===== src/rtl/simon_pkg.sv =====
// Shared state encoding and mode-LED patterns for the Simon sequence controller.
package simon_pkg;

    typedef enum logic [2:0] {
        ST_INPUT    = 3'd0,
        ST_PLAYBACK = 3'd1,
        ST_REPEAT   = 3'd2,
        ST_DONE     = 3'd3,
        ST_WIN      = 3'd4
    } state_t;

    localparam logic [2:0] LED_MODE_INPUT    = 3'b001;
    localparam logic [2:0] LED_MODE_PLAYBACK = 3'b010;
    localparam logic [2:0] LED_MODE_REPEAT   = 3'b100;
    localparam logic [2:0] LED_MODE_DONE     = 3'b111;
    localparam logic [2:0] LED_MODE_WIN      = 3'b101;

    function automatic int maxInt(input int a, input int b);
        return (a > b) ? a : b;
    endfunction

endpackage


===== src/rtl/simon_show_timer.sv =====
// Tick counter shared by playback, game-over replay, the win blink and the guess timeout.
module simon_show_timer #(
    parameter int TW            = 4,
    parameter int ON_TICKS      = 4,
    parameter int GAP_TICKS     = 2,
    parameter int TIMEOUT_TICKS = 1024
) (
    input  logic clk,
    input  logic rst_n,
    input  logic i_clear,
    input  logic i_count,
    output logic o_on,
    output logic o_last,
    output logic o_expired,
    output logic o_blink
);

    localparam logic [TW-1:0] ON_LIM  = TW'(ON_TICKS);
    localparam logic [TW-1:0] LAST    = TW'(ON_TICKS + GAP_TICKS - 1);
    localparam logic [TW-1:0] TO_LAST = TW'(TIMEOUT_TICKS - 1);

    logic [TW-1:0] r_tick;

    always_ff @(posedge clk or negedge rst_n) begin
        if (!rst_n)
            r_tick <= '0;
        else if (i_clear)
            r_tick <= '0;
        else if (i_count)
            r_tick <= r_tick + TW'(1);
    end

    assign o_on      = (r_tick < ON_LIM);
    assign o_last    = (r_tick == LAST);
    assign o_expired = (r_tick == TO_LAST);
    assign o_blink   = r_tick[TW-1];

endmodule


===== src/rtl/simon_seq_ctrl.sv =====
// Simon game sequencer: owns pattern length, index and display timing.
// Optional guess timeout in REPEAT is enabled by defining SIMON_TIMEOUT_EN.
module simon_seq_ctrl
    import simon_pkg::*;
#(
    parameter int DEPTH         = 64,
    parameter int ON_TICKS      = 4,
    parameter int GAP_TICKS     = 2,
    parameter int TIMEOUT_TICKS = 1024,
    localparam int AW           = $clog2(DEPTH)
) (
    input  logic          clk,
    input  logic          rst_n,
    input  logic          submit,
    input  logic          legal,
    input  logic          guess_valid,
    input  logic          right_guess,
    output logic          mem_we,
    output logic [AW-1:0] mem_addr,
    output logic          disp_sel,
    output logic          disp_en,
    output logic [AW:0]   level,
    output logic [2:0]    mode_leds
);

    localparam int TW = $clog2(maxInt(ON_TICKS + GAP_TICKS, TIMEOUT_TICKS) + 1);
    localparam logic [AW:0] FULL = (AW+1)'(DEPTH);
`ifdef SIMON_TIMEOUT_EN
    localparam bit TIMEOUT_EN = 1'b1;
`else
    localparam bit TIMEOUT_EN = 1'b0;
`endif

    state_t        r_state;
    logic [AW:0]   r_ns;
    logic [AW-1:0] r_i;

    state_t        w_state_nx;
    logic [AW:0]   w_ns_nx;
    logic [AW-1:0] w_i_nx;
    logic          w_tclr;
    logic          w_tinc;
    logic          w_on;
    logic          w_last;
    logic          w_expired;
    logic          w_blink;
    logic          w_last_idx;

    simon_show_timer #(
        .TW            (TW),
        .ON_TICKS      (ON_TICKS),
        .GAP_TICKS     (GAP_TICKS),
        .TIMEOUT_TICKS (TIMEOUT_TICKS)
    ) u_timer (
        .clk       (clk),
        .rst_n     (rst_n),
        .i_clear   (w_tclr),
        .i_count   (w_tinc),
        .o_on      (w_on),
        .o_last    (w_last),
        .o_expired (w_expired),
        .o_blink   (w_blink)
    );

    assign w_last_idx = ({1'b0, r_i} == (r_ns - (AW+1)'(1)));

    always_ff @(posedge clk or negedge rst_n) begin
        if (!rst_n) begin
            r_state <= ST_INPUT;
            r_ns    <= '0;
            r_i     <= '0;
        end else begin
            r_state <= w_state_nx;
            r_ns    <= w_ns_nx;
            r_i     <= w_i_nx;
        end
    end

    always_comb begin
        w_state_nx = r_state;
        w_ns_nx    = r_ns;
        w_i_nx     = r_i;
        w_tclr     = 1'b0;
        w_tinc     = 1'b0;
        case (r_state)
            ST_INPUT: begin
                if (submit && legal) begin
                    w_ns_nx    = r_ns + (AW+1)'(1);
                    w_i_nx     = '0;
                    w_tclr     = 1'b1;
                    w_state_nx = ST_PLAYBACK;
                end
            end
            ST_PLAYBACK, ST_DONE: begin
                w_tinc = 1'b1;
                if (w_last) begin
                    w_tclr = 1'b1;
                    if (w_last_idx) begin
                        w_i_nx = '0;
                        if (r_state == ST_PLAYBACK)
                            w_state_nx = ST_REPEAT;
                    end else begin
                        w_i_nx = r_i + AW'(1);
                    end
                end
            end
            ST_REPEAT: begin
                w_tinc = TIMEOUT_EN;
                if (guess_valid) begin
                    w_tclr = 1'b1;
                    if (!right_guess) begin
                        w_i_nx     = '0;
                        w_state_nx = ST_DONE;
                    end else if (!w_last_idx) begin
                        w_i_nx = r_i + AW'(1);
                    end else if (r_ns == FULL) begin
                        w_state_nx = ST_WIN;
                    end else begin
                        w_i_nx     = '0;
                        w_state_nx = ST_INPUT;
                    end
                end else if (TIMEOUT_EN && w_expired) begin
                    // A silent player is treated exactly like a wrong guess.
                    w_tclr     = 1'b1;
                    w_i_nx     = '0;
                    w_state_nx = ST_DONE;
                end
            end
            ST_WIN: begin
                w_tinc = 1'b1;
            end
            default: begin
                w_state_nx = ST_INPUT;
            end
        endcase
    end

    always_comb begin
        mem_we    = 1'b0;
        mem_addr  = r_i;
        disp_sel  = 1'b0;
        disp_en   = 1'b1;
        mode_leds = LED_MODE_INPUT;
        case (r_state)
            ST_INPUT: begin
                mem_we   = submit & legal;
                mem_addr = r_ns[AW-1:0];
            end
            ST_PLAYBACK: begin
                mode_leds = LED_MODE_PLAYBACK;
                disp_sel  = 1'b1;
                disp_en   = w_on;
            end
            ST_REPEAT: begin
                mode_leds = LED_MODE_REPEAT;
            end
            ST_DONE: begin
                mode_leds = LED_MODE_DONE;
                disp_sel  = 1'b1;
                disp_en   = w_on;
            end
            ST_WIN: begin
                mode_leds = LED_MODE_WIN;
                disp_en   = w_blink;
            end
            default: begin
                mode_leds = LED_MODE_INPUT;
            end
        endcase
    end

    assign level = r_ns;

endmodule

===== config.mk =====
export PLATFORM = sky130hd
export DESIGN_NAME = simon_seq_ctrl
export DESIGN_NICKNAME = d
export VERILOG_FILES = /design/src/rtl/simon_pkg.sv /design/src/rtl/simon_show_timer.sv /design/src/rtl/simon_seq_ctrl.sv
export SDC_FILE = /design/constraint.sdc
export NUM_CORES = 1
export LEC_CHECK = 0
export CAP_MARGIN = 30
export CORE_MARGIN = 1.5
export CORE_UTILIZATION = 65
export CTS_CLUSTER_DIAMETER = 30
export DETAILED_ROUTE_END_ITERATION = 8
export DONT_BUFFER_PORTS = 1
export PLACE_DENSITY = 0.92
export SLEW_MARGIN = 5
export SYNTH_ARGS = -nofsm -noshare
export SYNTH_HDL_FRONTEND = slang
export SYNTH_SLANG_ARGS = --single-unit

===== constraint.sdc =====
create_clock -name clk -period 5.1 [get_ports clk]
set_input_delay 0.51 -clock clk [delete_from_list [all_inputs] [get_ports clk]]
set_output_delay 0.51 -clock clk [all_outputs]
set_load 0.02 [all_outputs]

# --- Yosys cells after proc, flatten, opt, wreduce, memory -nomap -nowiden ---
# Cells that the tools add are included.
word_totals:
  wordCells: 63
  ff_bits: 27
  inputBits: 6
  output_inout_bits: 19
op_classes:
  add_sub_neg: 4
  eq_ne: 14
  mux: 29
  n_lt_le_gt_ge: 1
  reduce_logical: 9
  bitwise_logic: 2
ops:
  columns: ["cell", "n"]
  rows:
  - ["$mux 6", 8]
  - ["$mux 3", 8]
  - ["$pmux 3 s4", 2]
  - ["$mux 11", 2]
  - ["$pmux 6 s3", 1]
  - ["$add 11x1->11 const B", 1]
  - ["$eq 11x3->1 const B", 1]
  - ["$lt 11x3->1 const B", 1]
  - ["$add 7x1->7 const B", 1]
  - ["$eq 6x7->1", 1]
  - ["$eq 7x7->1 const B", 1]
  - ["$reduce_and 7->1", 1]
  - ["$sub 7x1->7 const B", 1]
  - ["$add 6x1->6 const B", 1]
  - ["$eq 3x2->1 const B", 2]
  - ["$mux 1", 6]
  - ["$ne 2x1->1 const B", 3]
  - ["$reduce_and 5->1", 1]
  - ["$ne 2x2->1 const B", 2]
  - ["$ne 4x4->1 const B", 1]
  - ["$eq 3x1->1 const B", 1]
  - ["$eq 3x3->1 const B", 1]
  - ["$logic_not 3->1", 1]
  - ["$ne 3x3->1 const B", 1]
  - ["other kinds (10)", 10]

# --- Depth between registers and ports, before layout ---
logic_depth:
  word_depth: 6
  mapped_depth: 8
  depth_no_buf: 8

# --- By module ---
# From an unflattened synthesis, not the netlist that was laid out.
hier_totals:
  hier_cells: 203
  hier_area_um2: 1838.0
by_module_without_submodules:
  columns: ["mod", "seq_area_each_um2", "instances", "cells_per_inst", "area_each_um2"]
  rows:
  - ["simon_seq_ctrl", 400.4, 1, 138, 1203.7]
  - ["simon_show_timer", 275.3, 1, 65, 634.4]

# --- Worst setup path before layout ---
# OpenSTA, ideal clock, no wires.
synth_path:
  path_kind: "register to register"
  from: "reg r_ns[0], in the netlist level[0]"
  to: "reg r_i[4]"
  path_slack_ns: 2.746
  setup_ns: 0.124
  t_required_ns: 4.976
  arrival_time_ns: 2.230
  n_path_buf: 0
  stages_incl_launch_ff: 9
  period_less_slack_ns: 2.354
  path_cell_list: "dfrtp_1 -> inv_1 -> ha_1 -> o21ba_1 -> a221oi_2 -> a41oi_4 -> o31ai_4 -> nor3_1 -> a211o_1"
synth_via:
  elab_chain_len: 6
  elab_cells_between_ends: 11
  classes_between: "add/sub (1); eq/ne (3); mux (6); reduce/logical (1)"
synth_rtl:
  columns: ["item", "line_no", "text"]
  rows:
  - ["start, declared", "simon_seq_ctrl.sv:35", "logic [AW:0] r_ns;"]
  - ["start signal, assigned", "simon_seq_ctrl.sv:74", "r_ns <= w_ns_nx;"]
  - ["$sub 7x1->7", "simon_seq_ctrl.sv:65", "assign w_last_idx = ({1'b0, r_i} == (r_ns - (AW+1)'(1)));"]
  - ["$eq 6x7->1", "simon_seq_ctrl.sv:65", null]
  - ["$mux 6", "simon_seq_ctrl.sv:114", "end else if (!w_last_idx) begin"]
  - ["$mux 6", "simon_seq_ctrl.sv:111", "if (!right_guess) begin"]
  - ["$mux 6", "simon_seq_ctrl.sv:109", "if (guess_valid) begin"]
  - ["$pmux 6 s3", "simon_seq_ctrl.sv:85", "case (r_state)"]
  - ["end signal, assigned", "simon_seq_ctrl.sv:75", "r_i <= w_i_nx;"]
  - ["end, declared", "simon_seq_ctrl.sv:36", "logic [AW-1:0] r_i;"]
# Several ways; a longest one is shown, not always the timed one. The select of a mux whose other input is x is not followed.
# A chain may end at the register's enable or synchronous reset.

# --- Final worst setup path ---
layout_path:
  from: "reg r_state[0]"
  to: "out disp_en"
layout_via:
  elab_chain_len: 3
  elab_cells_between_ends: 5
  classes_between: "eq/ne (3); mux (1); reduce/logical (1)"
layout_rtl:
  columns: ["item", "line_no", "text"]
  rows:
  - ["start, declared", "simon_seq_ctrl.sv:34", "state_t r_state;"]
  - ["start signal, assigned", "simon_seq_ctrl.sv:73", "r_state <= w_state_nx;"]
  - ["$eq 3x1->1 or $eq 3x2->1 (tied branches)", "simon_seq_ctrl.sv:144", "case (r_state)"]
  - ["$reduce_or 2->1 (no line)", null, null]
  - ["$pmux 1 s2 (*)", "simon_seq_ctrl.sv:144", null]
  - ["end, declared", "simon_seq_ctrl.sv:21", "output logic disp_en,"]
# Every way passes the cells marked *; elsewhere a longest branch is shown, timed or not.

==> results by stage <==
Outcome:
- The flow ran to the end, and the final reports show no timing, DRC or antenna violations.

Critical path:
- The critical-path maximum fanout is 14.
- The element type at the critical path end is an output pin.
- The arrival time at the worst endpoint is 2180 ps.
- The critical path is of the register to output pin type.
- The endpoint required time on the critical path is 4590 ps.
- The family of cells with the greatest summed delay on the critical path is simple AND/OR/NAND/NOR gates.
- Traced cell by cell, the critical path runs through nor2b_1, a21o_1, o211ai_1.
- The slowest cell on the critical path is sky130_fd_sc_hd__nor2b_1.
- The number of buffer and inverter instances along the worst setup path is 0.
- The critical path launch point type is a register.
- On the worst path, the slowest cell contributes a delay of 630 ps.

Placement:
- The count of input and output buffers is 0.
- Once placement finished, the instance area stood at 1840 µm².
- Routability-driven placement finished with a final weighted congestion of 0.887.
- The half-perimeter wire length of the detailed placement result is 2830 µm.

Synth:
- In this run the cell area of the synthesized design comes to 1870 µm².
- The share of flip-flops with an asynchronous set or reset is 1.00.
- The share of synthesized area occupied by flip-flops and latches is 0.361.
- The post-synthesis sequential element count is 27.
- The synthesized area divided by synthesized cell count is 9.59 µm².
- Synthesis produced a netlist with a net count of 206.
- For this run, the number of Yosys warnings is 0.
- The most used flip-flop cell after synthesis is sky130_fd_sc_hd__dfrtp_1.
- The number of synthesized flops with an enable pin is 0.
- Counting every instance in the synthesized netlist gives 195.
- Yosys mapped the design onto 48 distinct sky130hd cell types.

Clock tree:
- The maximum root-to-sink buffer count is 2.
- In this run the number of H-tree levels came out at 1.
- The number of gates resized after CTS was 0.
- The number of sinks on the clock net is 27.
- TritonCTS built the clock tree.
- The cell sitting at the root of the clock tree is a sky130_fd_sc_hd__clkbuf_4.
- After clock tree synthesis, the clock-pin slew on the worst setup and hold paths is 130 ps.
- The number of clock buffers added by TritonCTS is 3.
- The worst-skew pair later-pin latency is 340 ps.

STA:
- The post-route clock period utilization is 0.527.
- The worst pin sits at a relative slew slack of 0.542.
- The number of setup violations in the final report is 0.
- For the final routed database, the setup TNS stands at 0 ps.
- The count of endpoints failing hold in the final timing report is 0.
- The final setup skew is 14.2 ps.
- The final number of max-transition violations is 0.
- The post-route minimum period is 2690 ps.
- Setup repair after global routing left no endpoint under its margin.
- For the pin with the worst max-slew slack, the measured transition is 686 ps.
- Timing would allow up to 0.372 GHz.

Global route:
- For this run, the total global-route usage over all layers was measured as 0.254.
- The global-route congestion overflow total is 0.
- The global-route wire length before repair is 6240 µm.
- The via count of the first global-routing pass came to 1359.
- Entering global routing, the biggest net connects 28 pins.
- The number of antenna violations at the first check in global routing is 0.

Layout:
- The area occupied by multi-input gates is 1110 µm².
- The number of nets in the finished design is 202.
- The layout has 201 filler cells.
- The layout cell share with drive strength beyond 1 is 0.126.
- After routing the design area is 1910 µm².
- The sequential standard cell area is 676 µm².
- The library cell used most frequently in the layout, excluding fill and tap cells, is sky130_fd_sc_hd__dfrtp_1.
- From synthesis to final layout, the design area changed by 2.07%.
- The top cell types in the final layout, fill and taps aside, are 27 x sky130_fd_sc_hd__dfrtp_1, 21 x sky130_fd_sc_hd__nor2_1, 15 x sky130_fd_sc_hd__nand2_1.
- The number of antenna repair diodes is 0.

Job:
- The total of max-cap violations is 0.

Pwr:
- Summed over all cells, the static leakage comes to 0.846 nW.
- The power density of the placed cells is 552 nW/µm².
- VDD sags by at most 0.385 mV.

Floorplan:
- The floorplan has 19 rows.
- The area inside the core boundary is 2730 µm².
- The number of top-level pins is 25.
- For this configuration, the core starts out at a cell density of 0.684.
- The die is 56.6 µm wide.
- The die covers 3210 µm².
- The die height is 56.6 µm.

Detailed routing:
- The violation count after the first detailed-routing iteration is 62.
- The average wire length per cell after detail routing is 17.2 µm.
- The count of nets left with antenna violations once routing finished came out at 0.
- The residual DRC count is 0.
- Dividing the detail-routed via count by the number of cells gives 6.54.
- The first-pass iteration count of the detailed router is 4.
- Summing over every cut layer, the via total after detailed routing is 1446.
- Wires add up to 3810 µm.

Hold path:
- The kind of path behind the tightest hold check is primary input to register.
[power by group]
part	switching (mW)	internal, mW	total (mW)	leakage, nW
registers	0.135	0.262	0.397	0.358
logic	0.341	0.222	0.563	0.470
clock network	0.0646	0.0296	0.0941	0.0177
[cells in the mapped netlist (3+ instances only)]
library cell | instances | share of area
sky130_fd_sc_hd__nor4_1 | 3 | 0.010
sky130_fd_sc_hd__nand2b_1 | 3 | 0.010
sky130_fd_sc_hd__a21oi_1 | 7 | 0.019
sky130_fd_sc_hd__nand2_1 | 15 | 0.030
sky130_fd_sc_hd__xor2_1 | 13 | 0.061
sky130_fd_sc_hd__nor2_1 | 21 | 0.042
sky130_fd_sc_hd__o21ai_0 | 4 | 0.011
sky130_fd_sc_hd__nand4_1 | 4 | 0.013
sky130_fd_sc_hd__a21o_1 | 3 | 0.012
sky130_fd_sc_hd__ha_1 | 5 | 0.033
sky130_fd_sc_hd__nand3_1 | 9 | 0.024
sky130_fd_sc_hd__nand3b_1 | 3 | 0.012
sky130_fd_sc_hd__buf_2 | 3 | 0.0080
sky130_fd_sc_hd__nor3_1 | 7 | 0.019
sky130_fd_sc_hd__xnor2_1 | 11 | 0.052
sky130_fd_sc_hd__inv_1 | 5 | 0.010
sky130_fd_sc_hd__dfrtp_1 | 27 | 0.36
sky130_fd_sc_hd__a211o_1 | 3 | 0.014
sky130_fd_sc_hd__nor2b_1 | 3 | 0.010
sky130_fd_sc_hd__clkbuf_1 | 6 | 0.012
sky130_fd_sc_hd__mux2_2 | 6 | 0.036
[final timing paths]
| check | to | from | slack [ps] | cells past startpoint |
|---|---|---|---|---|
| min in group asynchronous | level[5] | rst_n | 580 | 2 |
| worst min register to register | u_timer.r_tick[8] | u_timer.r_tick[8] | 590 | 2 |
| worst min-delay path | r_state[1] | right_guess | 410 | 2 |
| worst max register to register | r_i[4] | level[0] | 2470 | 8 |
| worst max-delay path | disp_en | r_state[0] | 2410 | 3 |
| max in group asynchronous | u_timer.r_tick[2] | rst_n | 4350 | 2 |
[state kept, by name, indices dropped and copies added (netlist names)]
register,cells
r_state,3
r_i,6
level,7
u_timer.r_tick,11
[logic make-up (layout without fill, tap and decap cells)]
family	after synthesis	count (layout)	share of synthesized area
and+or+nand+nor	81	81	0.236
AOI/OAI and AO/OA	34	34	0.167
DFF	27	27	0.361
xor gates and xnor gates	25	25	0.121
buffers and inverters	17	12	0.0448
muxes	6	6	0.0361
adders and majority gates	5	5	0.0335
[per-stage QoR]
| stage | util | cells | power (mW) | hold WS [ps] | setup slack (ps) |
|---|---|---|---|---|---|
| after floorplan | - | 195 | 0.877 | 214 | 2750 |
| after global placement | 0.674 | 214 | 0.919 | 215 | 2580 |
| after detailed placement | 0.674 | 214 | 0.946 | 215 | 2360 |
| after CTS | 0.695 | 220 | 1.05 | 392 | 2350 |
| after global routing | 0.698 | 221 | 1.13 | 388 | 2260 |
| final | 0.698 | 221 | 1.05 | 407 | 2410 |
[final cells by class]
type,count,share of cell area
multi-input cells,151,0.582
flip-flops and latches,27,0.354
well taps,31,0.0203
repair buffers,3,0.0197
clock buffers,3,0.0118
inverters,5,0.00984
clock inverters,1,0.00262
[worst reg2reg max path, cell delays in order, from the launching register on]
cell	delay, ps
sky130_fd_sc_hd__dfrtp_1	610
sky130_fd_sc_hd__inv_1	140
sky130_fd_sc_hd__ha_1	320
sky130_fd_sc_hd__o21ba_1	220
sky130_fd_sc_hd__a221oi_2	340
sky130_fd_sc_hd__a41oi_4	110
sky130_fd_sc_hd__o31ai_4	410
sky130_fd_sc_hd__nor3_1	120
sky130_fd_sc_hd__a211o_1	280
[metal layers]
layer	vias to the layer above	global-route usage	wire length, µm
met5	-	0	0
met2	40	0.434	1980
met3	15	0.0530	134
met4	0	0.109	106
met1	713	0.309	1590
li1	678	-	-
[repair_timing]
item,CTS,global route
hold endpoints to repair,27,0
setup buffers,0,0
hold buffers,2,0
Note: power is estimated with default switching activity, not from simulation.
